File: config.mk
export PLATFORM = sky130hd
export DESIGN_NAME = inta_sequencer_flat
export DESIGN_NICKNAME = d
export VERILOG_FILES = /design/src/rtl/inta_sequencer_if.sv /design/src/rtl/inta_sequencer.sv /design/src/flat_wrapper.sv
export SDC_FILE = /design/constraint.sdc
export NUM_CORES = 1
export LEC_CHECK = 0
export ABC_AREA = 0
export CORE_MARGIN = 8
export CORE_UTILIZATION = 40
export DETAILED_ROUTE_END_ITERATION = 6
export HOLD_SLACK_MARGIN = 0.12
export PLACE_DENSITY = 0.81
export SLEW_MARGIN = 30
export SYNTH_ARGS = -nofsm -noshare
export SYNTH_HDL_FRONTEND = slang
export SYNTH_SLANG_ARGS = --single-unit
File: constraint.sdc
create_clock -name clk -period 1.8 [get_ports clk]
set_input_delay 0.54 -clock clk [delete_from_list [all_inputs] [get_ports clk]]
set_output_delay 0.54 -clock clk [all_outputs]
set_load 0.03 [all_outputs]
File: src/rtl/inta_sequencer_if.sv
// -----------------------------------------------------------------------------
// inta_sequencer_if
// CPU-side acknowledge/data-bus bundle for the 8259A interrupt-acknowledge
// sequencer.
//   inta_n : CPU interrupt acknowledge, active low, asynchronous to clk
//   d_out  : response byte driven onto the CPU data bus
//   d_oe   : data-bus output enable
//   busy   : an acknowledge sequence is in progress
// Modports:
//   master : the CPU side (drives inta_n, observes the response)
//   slave  : the sequencer (receives inta_n, drives the response)
// -----------------------------------------------------------------------------
interface inta_sequencer_if;
   logic       inta_n;
   logic [7:0] d_out;
   logic       d_oe;
   logic       busy;

   modport master (output inta_n, input d_out, input d_oe, input busy);
   modport slave  (input inta_n, output d_out, output d_oe, output busy);
endinterface

File: src/rtl/inta_sequencer.sv
// -----------------------------------------------------------------------------
// inta_sequencer
// Clocked interrupt-acknowledge sequencer for the 8259A PIC. It synchronises
// and counts the CPU's INTA_N pulses, strobes the priority resolver to commit
// the winning request into ISR, latches the resolved vector, and drives the
// response byte for each acknowledge pulse (8086 two-pulse or 8080/8085
// three-pulse).
//
// Build option:
//   INTA_MODE_8080_EN  defined   : 8080 three-pulse support (GAP2/ACK3 states,
//                                  CALL opcode, adi address formatting).
//                      undefined : 8086 only; mode_8086, adi and addr_hi are
//                                  ignored (behaves as mode_8086 = 1).
//
// Parameters:
//   CLK_DIV_NONE : reserved, must stay 0 (no clock division).
//
// Ports:
//   clk        in   system clock, rising edge
//   rst_n      in   asynchronous active-low reset
//   cpu        if   slave modport: inta_n in, d_out/d_oe/busy out
//   int_req    in   INT from priority_resolver
//   int_vec    in   resolved IR index from priority_resolver
//   mode_8086  in   ICW4 uPM: 1 = 8086, 0 = 8080
//   aeoi       in   ICW4 AEOI bit
//   adi        in   ICW1 call-address interval: 1 = 4 bytes, 0 = 8 bytes
//   vec_base   in   ICW2 (8086) or 8080 low address byte
//   addr_hi    in   8080 high address byte
//   ack_strobe out  one-cycle pulse: resolver sets ISR / clears IRR
//   eoi_strobe out  one-cycle automatic-EOI request
// -----------------------------------------------------------------------------
module inta_sequencer #(
   parameter int unsigned CLK_DIV_NONE = 0
) (
   input  logic                clk,
   input  logic                rst_n,
   inta_sequencer_if.slave     cpu,
   input  logic                int_req,
   input  logic [2:0]          int_vec,
   input  logic                mode_8086,
   input  logic                aeoi,
   input  logic                adi,
   input  logic [7:0]          vec_base,
   input  logic [7:0]          addr_hi,
   output logic                ack_strobe,
   output logic                eoi_strobe
);

   // Reserved divider setting: only the undivided clock exists.
   if (CLK_DIV_NONE != 0) begin : g_clk_div_reserved
   end

`ifdef INTA_MODE_8080_EN
   typedef enum logic [2:0] {
      IDLE = 3'd0,
      ACK1 = 3'd1,
      GAP1 = 3'd2,
      ACK2 = 3'd3,
      GAP2 = 3'd4,
      ACK3 = 3'd5,
      DONE = 3'd6
   } state_t;
`else
   typedef enum logic [2:0] {
      IDLE = 3'd0,
      ACK1 = 3'd1,
      GAP1 = 3'd2,
      ACK2 = 3'd3,
      DONE = 3'd6
   } state_t;
`endif

   localparam logic [7:0] CALL_OPCODE = 8'hCD;

   // --------------------------------------------------------------------------
   // INTA_N synchroniser and edge detection
   // --------------------------------------------------------------------------
   logic inta_m;
   logic inta_s;
   logic inta_p;
   logic inta_fall;
   logic inta_rise;

   always_ff @(posedge clk or negedge rst_n) begin
      if (!rst_n) begin
         inta_m <= 1'b1;
         inta_s <= 1'b1;
         inta_p <= 1'b1;
      end else begin
         inta_m <= cpu.inta_n;
         inta_s <= inta_m;
         inta_p <= inta_s;
      end
   end

   assign inta_fall = inta_p & ~inta_s;
   assign inta_rise = ~inta_p & inta_s;

   // --------------------------------------------------------------------------
   // Sequence state
   // --------------------------------------------------------------------------
   state_t     state;
   state_t     state_d;
   logic       spurious;
   logic       spurious_d;
   logic [2:0] vec_q;
   logic [2:0] vec_d;
   logic       ack_d;
   logic       eoi_d;
   logic       busy_d;
   logic       oe_d;
   logic [7:0] dout_d;
   logic       d_oe_q;
   logic [7:0] d_out_q;
   logic       busy_q;
   logic       ack_q;
   logic       eoi_q;

`ifdef INTA_MODE_8080_EN
   logic mode_q;
   logic mode_d;
`endif

   always_ff @(posedge clk or negedge rst_n) begin
      if (!rst_n) begin
         state    <= IDLE;
         spurious <= 1'b0;
         vec_q    <= '0;
         ack_q    <= 1'b0;
         eoi_q    <= 1'b0;
         busy_q   <= 1'b0;
         d_oe_q   <= 1'b0;
         d_out_q  <= '0;
`ifdef INTA_MODE_8080_EN
         mode_q   <= 1'b1;
`endif
      end else begin
         state    <= state_d;
         spurious <= spurious_d;
         vec_q    <= vec_d;
         ack_q    <= ack_d;
         eoi_q    <= eoi_d;
         busy_q   <= busy_d;
         d_oe_q   <= oe_d;
         d_out_q  <= dout_d;
`ifdef INTA_MODE_8080_EN
         mode_q   <= mode_d;
`endif
      end
   end

   // Next state plus the values the registered outputs take on entering it.
   // The response byte is computed from the next-state copies of mode/vector
   // so that it is valid on the same edge that enters ACKn.
   always_comb begin
      state_d    = state;
      spurious_d = spurious;
      vec_d      = vec_q;
      ack_d      = 1'b0;
`ifdef INTA_MODE_8080_EN
      mode_d     = mode_q;
`endif

      unique case (state)
         IDLE: begin
            if (inta_fall) begin
               state_d    = ACK1;
               ack_d      = 1'b1;
               spurious_d = ~int_req;
`ifdef INTA_MODE_8080_EN
               mode_d     = mode_8086;
`endif
            end
         end
         ACK1: begin
            if (inta_rise) state_d = GAP1;
         end
         GAP1: begin
            if (inta_fall) begin
               state_d = ACK2;
               vec_d   = spurious ? 3'd7 : int_vec;
            end
         end
         ACK2: begin
            if (inta_rise) begin
`ifdef INTA_MODE_8080_EN
               state_d = mode_q ? DONE : GAP2;
`else
               state_d = DONE;
`endif
            end
         end
`ifdef INTA_MODE_8080_EN
         GAP2: begin
            if (inta_fall) state_d = ACK3;
         end
         ACK3: begin
            if (inta_rise) state_d = DONE;
         end
`endif
         DONE: begin
            // Any falling edge seen here is dropped; only IDLE starts a sequence.
            state_d = IDLE;
         end
         default: begin
            state_d = IDLE;
         end
      endcase

      // DONE always lasts exactly one cycle, so this is a single pulse.
      eoi_d  = (state_d == DONE) & aeoi & ~spurious;
      busy_d = (state_d != IDLE);

      oe_d   = 1'b0;
      dout_d = '0;
      unique case (state_d)
         ACK1: begin
`ifdef INTA_MODE_8080_EN
            if (!mode_d) begin
               oe_d   = 1'b1;
               dout_d = CALL_OPCODE;
            end
`endif
         end
         ACK2: begin
            oe_d = 1'b1;
`ifdef INTA_MODE_8080_EN
            if (mode_d) begin
               dout_d = {vec_base[7:3], vec_d};
            end else if (adi) begin
               dout_d = {vec_base[7:5], vec_d, 2'b00};
            end else begin
               dout_d = {vec_base[7:6], vec_d, 3'b000};
            end
`else
            dout_d = {vec_base[7:3], vec_d};
`endif
         end
`ifdef INTA_MODE_8080_EN
         ACK3: begin
            oe_d   = 1'b1;
            dout_d = addr_hi;
         end
`endif
         default: begin
            oe_d   = 1'b0;
            dout_d = '0;
         end
      endcase
   end

   // --------------------------------------------------------------------------
   // Outputs
   // --------------------------------------------------------------------------
   assign cpu.d_out  = d_out_q;
   assign cpu.d_oe   = d_oe_q;
   assign cpu.busy   = busy_q;
   assign ack_strobe = ack_q;
   assign eoi_strobe = eoi_q;

   // Inputs not consumed by the selected build.
   logic unused_inputs;
`ifdef INTA_MODE_8080_EN
   assign unused_inputs = ^vec_base[2:0];
`else
   assign unused_inputs = ^{mode_8086, adi, addr_hi, vec_base[2:0]};
`endif

endmodule

File: src/flat_wrapper.sv
// flat-port wrapper written by rule: the top's interface ports become plain ports
module inta_sequencer_flat 
#(
   parameter int unsigned CLK_DIV_NONE = 0
)
  (clk, rst_n, int_req, int_vec, mode_8086, aeoi, adi, vec_base, addr_hi, ack_strobe, eoi_strobe, cpu_inta_n, cpu_d_out, cpu_d_oe, cpu_busy);
  inta_sequencer_if cpu_i ();
  input  logic clk;
  input  logic rst_n;
  input  logic int_req;
  input  logic [2:0] int_vec;
  input  logic mode_8086;
  input  logic aeoi;
  input  logic adi;
  input  logic [7:0] vec_base;
  input  logic [7:0] addr_hi;
  output logic ack_strobe;
  output logic eoi_strobe;
  input wire logic [$bits(cpu_i.inta_n)-1:0] cpu_inta_n;
  output wire logic [$bits(cpu_i.d_out)-1:0] cpu_d_out;
  output wire logic [$bits(cpu_i.d_oe)-1:0] cpu_d_oe;
  output wire logic [$bits(cpu_i.busy)-1:0] cpu_busy;
  assign cpu_i.inta_n = cpu_inta_n;
  assign cpu_d_out = cpu_i.d_out;
  assign cpu_d_oe = cpu_i.d_oe;
  assign cpu_busy = cpu_i.busy;
  inta_sequencer #(.CLK_DIV_NONE(CLK_DIV_NONE)) u_core (.clk(clk), .rst_n(rst_n), .cpu(cpu_i), .int_req(int_req), .int_vec(int_vec), .mode_8086(mode_8086), .aeoi(aeoi), .adi(adi), .vec_base(vec_base), .addr_hi(addr_hi), .ack_strobe(ack_strobe), .eoi_strobe(eoi_strobe));
endmodule
# Word-level counts from Yosys, hierarchy flattened

Index checks and enable logic that the tools add are counted.

Bits in registers: 22
Bits of input ports: 26
Word-level logic and storage cells: 39

Multiplexer cells: 12
Bitwise gates (word level): 8
Equal/unequal tests: 5
Reductions and logical operators: 3

Operators with widths:

| cell                                                                  | count |
|---|---|
| 3-bit 2-to-1 mux                                                      | 7 |
| 3-bit one-hot mux with 4 select lines                                 | 1 |
| 3-bit by 2-bit equality test with 1-bit output, second input constant | 3 |
| 8-bit 2-to-1 mux                                                      | 1 |
| 1-bit bitwise AND                                                     | 4 |
| 1-bit inverter                                                        | 4 |
| 3-bit by 1-bit equality test with 1-bit output, second input constant | 1 |
| 3-bit equality test, second input constant                            | 1 |
| 3-bit logical NOT                                                     | 1 |
| 1-bit 2-to-1 mux                                                      | 3 |
| 3-bit nonzero test                                                    | 1 |
| 2-bit AND reduction                                                   | 1 |

# Longest topological paths before layout

Gate-level depths: netlist (run 1).

Depth in word-level cells: 7
Depth in mapped cells: 4

# Worst setup path before layout (run 1)

No wires, ideal clock.

Path kind: flip-flop to flip-flop
From: reg u_core.inta_p
To: reg u_core.vec_q[0]
Setup slack: 0.309 ns
Cell stages (with the launch flop): 4
Setup time: 0.125 ns
Clock period less this slack: 1.491 ns
Arrival time: 1.366 ns
Cells stage by stage: dfstp_2 inv_1 or4_4 mux2_4

Cells in the longest elaborated chain, start to end: 3

RTL lines:

| item                     | line                  | RTL |
|---|---|---|
| start: declaration       | inta_sequencer.sv:80  | `logic inta_p;` |
| start signal: assignment | inta_sequencer.sv:92  | `inta_p <= inta_s;` |
| 1-bit bitwise AND        | inta_sequencer.sv:96  | `assign inta_fall = inta_p & ~inta_s;` |
| 3-bit 2-to-1 mux         | inta_sequencer.sv:179 | `if (inta_fall) begin` |
| 3-bit 2-to-1 mux         | inta_sequencer.sv:164 | `unique case (state)` |
| net u_core.vec_d[0]      | inta_sequencer.sv:107 | `logic [2:0] vec_d;` |
| end signal: assignment   | inta_sequencer.sv:140 | `vec_q <= vec_d;` |
| end: declaration         | inta_sequencer.sv:106 | `logic [2:0] vec_q;` |

The timed path passes the listed nets, and every way through them passes these cells.
A chain may end at the register's enable or synchronous reset.

# Final worst setup path (run 1)

From: reg u_core.state[2]
To: reg u_core.vec_q[1]

Cells in the longest elaborated chain, start to end: 2

RTL lines:

| item                                           | line                  | RTL |
|---|---|---|
| start: declaration                             | inta_sequencer.sv:102 | `state_t state;` |
| start signal: assignment                       | inta_sequencer.sv:138 | `state <= state_d;` |
| 3-bit by 2-bit equality test with 1-bit output | inta_sequencer.sv:164 |  |
| 3-bit 2-to-1 mux                               | inta_sequencer.sv:164 |  |
| net u_core.vec_d[1]                            | inta_sequencer.sv:107 |  |

The timed path passes the listed nets, and every way through them passes these cells.

==> flow_metrics.py, run 1 <==
metrics = {
    "setup_path": {
        "endpoint_kind": "flop",
        "cp.arrival_ns": 1.78,
        "reg2reg_to": "u_core.vec_q[1]",
        "startpoint": "u_core.state[2]",
        "critical_path_class": "reg2reg",
        "crit_path_max_fanout": 11,
        "cp_data_required_time_ns": 2.00,
        "r2r_cells": 3,
        "crit_end": "u_core.vec_q[1]",
        "critPathLaunchType": "flop",
        "reg2reg_setup_slack_ns": 0.21,
        "r2r_start": "u_core.state[2]",
    },
    "floorplan": {
        "row_count": 16,
        "fp.dieArea_mm2": 0.00382,
        "io_pins": 38,
        "core_area_mm2": 0.00198,
        "die_w_um": 61.8,
        "die_h_um": 61.8,
        "initial_core_util_pct": 42.4,
    },
    "pwr": {
        "p_int_uw": 1020,
        "switching_share_pct": 30.7,
        "p_comb_share_pct": 29.7,
        "seqPwrFrac_pct": 45.3,
        "power_leakage_uw": 0.000549,
        "irDropWorstVdd_mv": 0.662,
        "switchingPower_uw": 455,
        "power_density_mw_per_mm2": 1290,
        "pwr-share-clk_pct": 25.0,
    },
    "sta": {
        "drv_slew": 0,
        "fin_ws_ns": 0.215,
        "timing.slew.headroom_pct": 70.9,
        "skew_ns": 0.00873,
        "hold_viol_final": 0,
        "fin_tns_setup_ns": 0,
        "fmax_ghz": 0.631,
        "finalSetupViolations": 0,
        "rsz0062_at_grt": "no",
        "period_needed_ns": 1.59,
        "worst-slew-pin-transition_ns": 0.435,
        "min_period_over_period_pct": 88.1,
    },
    "yosys": {
        "synth_area_leader_cell": "dfrtp_1",
        "yosysWarnings": 0,
        "synth.most_common_cell": "dfrtp_1",
        "postSynth.asyncResetShare_pct": 100,
        "ys.flop_type": "dfrtp_1",
        "synth_seq_cells": 22,
        "ys_seq_area_share_pct": 65.9,
        "synth_top_area_share_pct": 56.5,
        "synth.distinct_cells": 18,
        "synth-edff-count": 0,
        "synth_nets": 85,
        "syn-instance-count": 59,
        "synthesis.area_um2": 841,
        "synth.avg_cell_area_um2": 14.3,
        "synthTopCellsByCount": "dfrtp_1 (19), nor3b_1 (5), nor2_1 (4)",
        "synthTopCellsByArea": "dfrtp_1 (57%), dfstp_2 (9.4%), mux2_4 (5.4%), nor3b_1 (4.5%), mux2i_1 (3.6%)",
    },
    "clocking": {
        "holdBufCountCts": 0,
        "clk_path_buf_depth": 2,
        "numClockSinks": 22,
        "root_buffer": "clkbuf_4",
        "clock_latency_ns": 0.30,
        "cts_setup_buffers": 0,
        "cts_resized": 12,
        "clkTransAtPathRegs_ns": 0.12,
        "htree_levels": 1,
        "cts_tree": "built",
        "cts_buffers": 3,
    },
    "routing": {
        "drc": 0,
        "routedWlPerCell_um": 12.9,
        "drt_iter0_drc": 8,
        "postRouteAntennaNets": 0,
        "drt_first_pass_iters": 3,
        "routed_wl_mm": 1.46,
        "vias_per_cell": 4.61,
        "vias": 521,
    },
    "layout": {
        "fill_cells": 166,
        "largest_reg_flops": 8,
        "fin_nets": 113,
        "area_growth_pct": 36.8,
        "num_antenna_cells": 0,
        "fin_cells": 113,
        "final_util_pct": 58.0,
        "drive_gt1_share_pct": 19.8,
    },
    "placement": {
        "gp_congestion": 0.811,
        "portBuffers": 24,
        "dpl.hpwl_mm": 1.10,
        "dpl.cell_count": 109,
        "place_ws_ns": 0.174,
    },
    "global_route": {
        "grt_pass1_vias": 537,
        "grt_overflow": 0,
        "antenna_found_initial": 0,
        "grt_usage_pct": 8.48,
        "grt_max_degree": 23,
        "grt_pass1_wl_mm": 2.33,
    },
    "flow_run": {
        "cap_viol_max_count": 0,
    },
    "min_path": {
        "hp-class": "reg2reg",
    },
    "status": {
        "status": "finished, final reports clean",
    },
}
==> cells by family (layout without fill, tap and decap cells) <==
family / count (synthesis) / after routing / synth area share [%]
AO/OA/AOI/OAI: 3 / 3 / 1.79
adder cells (fa/ha/maj): 1 / 1 / 1.19
buffers and inverters: 5 / 32 / 2.53
flip-flops: 22 / 22 / 65.9
multiplexers: 6 / 6 / 8.93
AND/OR/NAND/NOR: 22 / 22 / 19.6
==> power by group through the flow <==
| stage | Clock (uW) | Sequential (uW) | Combinational (uW) |
|---|---|---|---|
| after floorplan | 0 | 786 | 198 |
| after global placement | 0 | 677 | 478 |
| after CTS | 375 | 670 | 448 |
| final | 369 | 670 | 440 |
| after detailed placement | 0 | 683 | 485 |
| after global routing | 402 | 686 | 473 |
==> cell usage in the layout, fill, tap and decap left out <==
cell type / count
and2_1: 1
and3b_1: 2
nor2b_1: 1
mux2i_1: 3
or4_4: 1
nor3_1: 3
buf_4: 1
clkbuf_4: 3
or2_2: 3
dfstp_2: 3
a21oi_1: 3
nor2_1: 4
bufinv_16: 1
clkdlybuf4s50_1: 12
nand2b_4: 1
dlygate4sd2_1: 12
nor3b_1: 5
mux2_4: 3
inv_1: 3
maj3_1: 1
dfrtp_1: 19
nor4b_4: 1
==> how the worst min path moves through the flow <==
stage	from	to	slack (ns)	depth (start not counted)
floorplan	rst_n	u_core.ack_strobe	0.24	0
global placement	u_core.inta_m	u_core.inta_s	0.35	0
detailed placement	u_core.inta_m	u_core.inta_s	0.35	0
CTS	u_core.inta_m	u_core.inta_s	0.37	0
global route	u_core.inta_m	u_core.inta_s	0.37	0
finish	u_core.inta_m	u_core.inta_s	0.37	0
==> metal layers <==
| metal | vias up | part of all wire, % | track usage, % | routed length (um) |
|---|---|---|---|---|
| met5 | - | 0 | 0 | 0 |
| met4 | 0 | 1.5 | 5.84 | 22 |
| met3 | 4 | 7.7 | 2.47 | 112 |
| met2 | 16 | 47 | 13.9 | 694 |
| met1 | 249 | 43 | 9.24 | 634 |
| li1 | 252 | - | - | - |
==> per-stage QoR <==
| step | hold slack [ns] | total power (uW) | area, um2 |
|---|---|---|---|
| after CTS | 0.371 | 1490 | 1150 |
| after floorplan | 0.244 | 984 | 841 |
| after global routing | 0.373 | 1560 | 1150 |
| after detailed placement | 0.353 | 1170 | 1110 |
| after global placement | 0.346 | 1160 | 1110 |
| final | 0.368 | 1480 | 1150 |
==> layout make-up <==
type	count	area, um2	share of cell area [%]
clock inverters	1	30.0	2.61
clock buffers	3	22.5	1.96
repair buffers	25	233	20.2
flip-flops and latches	22	554	48.2
inverters	3	11.3	0.979
well taps	27	33.8	2.94
multi-input cells	32	265	23.1
==> critical path: stages (launching register included) <==
cell and delay [ns]:
dfrtp_1 0.47, nand2b_4 0.22, or4_4 0.47, mux2_4 0.31
No activity file was read; power rests on OpenSTA's default activity.
==> run 2, diff against run 1 <==
Settings changed: CORE_MARGIN 8 to default.
==> run 2 against run 1 <==
  * Fmax is 1.8% lower
  * Combinational power hardly changed
  * Clock skew is 0.0074 ns higher
  * Clock power is 40% lower
  * Critical path depth stayed put
  * Hold slack worse by 0.0010 ns
  * Non-clock buffer count stayed put
  * Register-to-register slack worse by 0.03 ns
  * Largest power group unchanged
==> flow_metrics.py, run 2 (synthesis gave the netlist of run 1 again) <==
metrics = {
    "placement": {
        "gp_congestion": 0.737,
        "dpl.hpwl_mm": 1.08,
        "dpl.cell_count": 109,
        "portBuffers": 24,
    },
    "global_route": {
        "grt_pass1_wl_mm": 2.05,
        "grt_usage_pct": 13.6,
        "grt_overflow": 0,
        "antenna_found_initial": 0,
        "grt_pass1_vias": 479,
        "grt_max_degree": 23,
    },
    "clocking": {
        "cts_resized": 12,
        "clock_latency_ns": 0.30,
        "clk_path_buf_depth": 2,
        "clkTransAtPathRegs_ns": 0.12,
        "numClockSinks": 22,
        "cts_setup_buffers": 0,
        "holdBufCountCts": 0,
        "cts_tree": "built",
        "htree_levels": 1,
        "cts_buffers": 3,
        "root_buffer": "clkbuf_4",
    },
    "floorplan": {
        "initial_core_util_pct": 42.9,
        "row_count": 16,
        "core_area_mm2": 0.00196,
        "io_pins": 38,
        "fp.dieArea_mm2": 0.00229,
        "die_w_um": 47.8,
        "die_h_um": 47.8,
    },
    "routing": {
        "vias": 532,
        "drt_first_pass_iters": 4,
        "vias_per_cell": 4.71,
        "drt_iter0_drc": 6,
        "routed_wl_mm": 1.46,
        "drc": 0,
        "routedWlPerCell_um": 12.9,
        "postRouteAntennaNets": 0,
    },
    "status": {
        "status": "finished, final reports clean",
    },
    "layout": {
        "area_growth_pct": 33.6,
        "seqCellArea_um2": 554,
        "multi_input_area_um2": 265,
        "drive_gt1_share_pct": 18.6,
        "largest_reg_flops": 8,
        "layout_commonest_cell": "dfrtp_1",
        "layout_common_cells": "dfrtp_1 (19), clkdlybuf4s50_1 (12), dlygate4sd2_1 (12)",
        "fin_cells": 113,
        "num_antenna_cells": 0,
        "fill_cells": 186,
        "fin_nets": 113,
    },
    "setup_path": {
        "cp.arrival_ns": 1.79,
        "crit_family": "simple AND/OR/NAND/NOR gates",
        "crit_path_max_fanout": 11,
        "cpPeakStageDelay_ns": 0.48,
        "critPathLaunchType": "flop",
        "endpoint_kind": "flop",
        "crit_chain": "nand2b_4 -> or4_4 -> mux2_4",
        "cpMaxStageDelayCell": "or4_4",
        "crit_buf_inv": 0,
        "reg2reg_setup_slack_ns": 0.18,
        "critical_path_class": "reg2reg",
        "cp_data_required_time_ns": 1.98,
    },
    "min_path": {
        "hp-class": "reg2reg",
    },
    "sta": {
        "drv_slew": 0,
        "fin_tns_setup_ns": 0,
        "skew_ns": 0.0161,
        "period_needed_ns": 1.62,
        "worst-slew-pin-transition_ns": 0.453,
        "min_period_over_period_pct": 89.7,
        "timing.slew.headroom_pct": 69.7,
        "rsz0062_at_grt": "no",
        "hold_viol_final": 0,
        "fmax_ghz": 0.619,
        "finalSetupViolations": 0,
    },
    "pwr": {
        "power_density_mw_per_mm2": 1180,
        "irDropWorstVdd_mv": 0.582,
        "power_leakage_uw": 0.000536,
    },
    "flow_run": {
        "cap_viol_max_count": 0,
    },
}
[run 2: worst paths after layout]
| path | startpoint | cells past startpoint | to |
|---|---|---|---|
| max | u_core.state[2] | 3 | u_core.vec_q[0] |
| min | u_core.inta_m | 0 | u_core.inta_s |
| max reg2reg | u_core.state[2] | 3 | u_core.vec_q[0] |
| min reg2reg | u_core.inta_m | 0 | u_core.inta_s |
| max in group asynchronous | rst_n | 2 | u_core.inta_p |
| min in group asynchronous | rst_n | 2 | u_core.cpu.d_oe |
[run 2: layout make-up]
class / instances / share of cell area, %
Sequential cell: 22 / 49.3
Multi-Input combinational cell: 32 / 23.6
Timing Repair Buffer: 25 / 20.7
Tap cell: 27 / 3.01
Clock buffer: 4 / 2.34
Inverter: 3 / 1.00
[run 2: where the power goes]
part	switching [uW]	internal [uW]	leakage [uW]	total (uW)
combinational	250	192	0.000256	442
clock	133	86.1	0.0000150	220
sequential	60.3	607	0.000265	668
total	443	885	0.000536	1330
[run 2: through the flow]
step	setup slack, ns	utilization [%]	hold WS, ns	area [um2]	total power (uW)
finish	0.185	57.3	0.367	1120	1330
global route	0.149	57.3	0.371	1120	1410
CTS	0.184	57.3	0.370	1120	1350
detailed placement	0.152	56.7	0.355	1110	1170
global placement	0.164	56.7	0.346	1110	1150
floorplan	0.309	-	0.244	841	984
[run 2: worst register-to-register path, delay by kind of cell (launching register included)]
| kind | cells | cell delay, ns |
|---|---|---|
| simple gates | 2 | 0.70 |
| mux | 1 | 0.32 |
| flops | 1 | 0.47 |
[run 2: layer usage]
metal,vias to the layer above,global-route usage (%),routed length (um)
met2,18,24.6,779
met4,0,6.67,0
met1,260,13.8,597
li1,254,-,-
met5,-,0,0
met3,0,4.53,82
==> run 3, diff against run 2 <==
Settings changed: CORE_MARGIN from default to 3, GPL_TIMING_DRIVEN from default to 0.
==> run 3 against run 2 <==
  * Via count shrank 2.1%
  * Clock power up 17%
  * Non-clock buffer count up 1
  * Setup slack improved by 0.050 ns
  * Count of clock-buffer cells in the layout is the same
  * Register-to-register slack better by 0.06 ns
  * Sequential cell count unchanged
  * Combinational power increased by 1%
  * Die area up 17%
  * Final area grew 0.45%
  * Cell count decreased by 0.88%
  * Largest cell class unchanged
  * Largest power group unchanged
  * Highest routed layer is now met4
==> flow_metrics.py, run 3 (synthesis gave the netlist of run 1 again) <==
metrics = {
    "floorplan": {
        "die_h_um": 51.8,
        "die_w_um": 51.8,
        "initial_core_util_pct": 45.3,
        "io_pins": 38,
        "core_area_mm2": 0.00186,
        "fp.dieArea_mm2": 0.00269,
        "row_count": 15,
    },
    "global_route": {
        "grt_overflow": 0,
        "grt_pass1_wl_mm": 2.34,
        "grt_pass1_vias": 531,
        "antenna_found_initial": 0,
        "grt_max_degree": 23,
        "grt_usage_pct": 12.1,
    },
    "layout": {
        "num_antenna_cells": 0,
        "fin_area_mm2": 0.00113,
        "fin_nets": 114,
        "fin_cells": 112,
        "area_growth_pct": 34.2,
        "largest_reg_flops": 8,
        "layout_commonest_cell": "dfrtp_1",
        "drive_gt1_share_pct": 21.8,
        "layout_common_cells": "dfrtp_1 (19), dlygate4sd2_1 (12), clkdlybuf4s50_1 (11)",
    },
    "sta": {
        "skew_ns": 0.00164,
        "hold_ws_ns": 0.176,
        "hold_viol_final": 0,
        "worst-slew-pin-transition_ns": 0.455,
        "rsz0062_at_grt": "no",
        "period_needed_ns": 1.57,
        "min_period_over_period_pct": 87.0,
        "fmax_ghz": 0.639,
        "fin_tns_setup_ns": 0,
        "drv_slew": 0,
        "finalSetupViolations": 0,
        "timing.slew.headroom_pct": 69.7,
    },
    "setup_path": {
        "critical_path_class": "reg2out",
        "cpMaxStageDelayCell": "dlygate4sd2_1",
        "crit_buf_inv": 1,
        "endpoint_kind": "output port",
        "cpPeakStageDelay_ns": 0.39,
        "startpoint": "u_core.cpu.busy",
        "r2r_start": "u_core.inta_p",
        "cp_data_required_time_ns": 1.26,
        "crit_path_max_fanout": 1,
        "crit_family": "buffers and inverters",
        "crit_chain": "dlygate4sd2_1",
        "cp.arrival_ns": 1.03,
        "critPathLaunchType": "flop",
    },
    "placement": {
        "post_dp_cell_area_mm2": 0.00111,
        "gp_congestion": 0.760,
        "dpl.hpwl_mm": 1.04,
        "portBuffers": 24,
        "dpl.cell_count": 108,
    },
    "routing": {
        "routed_wl_mm": 1.41,
        "vias_per_cell": 4.65,
        "routedWlPerCell_um": 12.6,
        "drt_iter0_drc": 3,
        "drt_first_pass_iters": 3,
        "vias": 521,
        "postRouteAntennaNets": 0,
        "drc": 0,
    },
    "clocking": {
        "clock_latency_ns": 0.29,
        "numClockSinks": 22,
        "clkTransAtPathRegs_ns": 0.11,
        "cts_tree": "built",
        "holdBufCountCts": 0,
        "root_buffer": "clkbuf_4",
        "clk_path_buf_depth": 2,
        "htree_levels": 1,
        "cts_buffers": 3,
    },
    "pwr": {
        "irDropWorstVdd_mv": 0.606,
        "power_leakage_uw": 0.000545,
        "p_int_uw": 928,
        "switchingPower_uw": 450,
        "seqPwrFrac_pct": 48.7,
        "power_density_mw_per_mm2": 1220,
        "power_uw": 1380,
        "pwr-share-clk_pct": 18.7,
        "switching_share_pct": 32.6,
        "p_comb_share_pct": 32.5,
    },
    "flow_run": {
        "cap_viol_max_count": 0,
    },
    "min_path": {
        "hp-class": "in2async",
    },
    "status": {
        "status": "finished, final reports clean",
    },
}
[run 3: through the flow]
step,setup slack (ns),utilization [%]
3_5_place_dp,0.0967,59.9
4_1_cts,0.215,61.0
3_3_place_gp,0.0961,59.9
6_report,0.235,60.7
5_1_grt,0.172,60.7
2_1_floorplan,0.309,-
[run 3: path summary, 6_finish.rpt]
| path | endpoint | slack [ns] | cells past startpoint |
|---|---|---|---|
| worst max-delay path | cpu_busy | 0.23 | 1 |
| worst max register to register | u_core.vec_q[1] | 0.24 | 3 |
| max in group asynchronous | u_core.inta_s | 1.29 | 1 |
| worst min-delay path | u_core.cpu.d_out[4] | 0.18 | 1 |
| worst min register to register | u_core.inta_s | 0.36 | 0 |
| min in group clk | u_core.inta_s | 0.36 | 0 |
[run 3: repair_timing]
item,CTS,global route
resized for setup,12,0
buffers inserted,0,0
endpoints found under the setup margin,12,0
[run 3: per-layer routing]
metal	global-route usage, %	wire, um	vias up
li1	-	-	253
met1	13.6	596	249
met2	20.1	698	17
met3	2.87	92	2
met4	7.86	21	0
met5	0	0	-
[run 3: final cells by class]
cell class              instances  area [um2]
plain buffers                   2        10.0
clock buffers                   4        36.3
fillers                       147         729
inverters                       3        11.3
multi-input cells              32         265
flip-flops and latches         22         554
well taps                      25        31.3
repair buffers                 24         220
[run 3: power by group through the flow]
stage               sequential [uW]  combinational (uW)  clock (uW)
floorplan                       786                 198           0
global placement                679                 483           0
detailed placement              684                 491           0
CTS                             672                 454         268
global route                    686                 479         291
finish                          672                 448         258
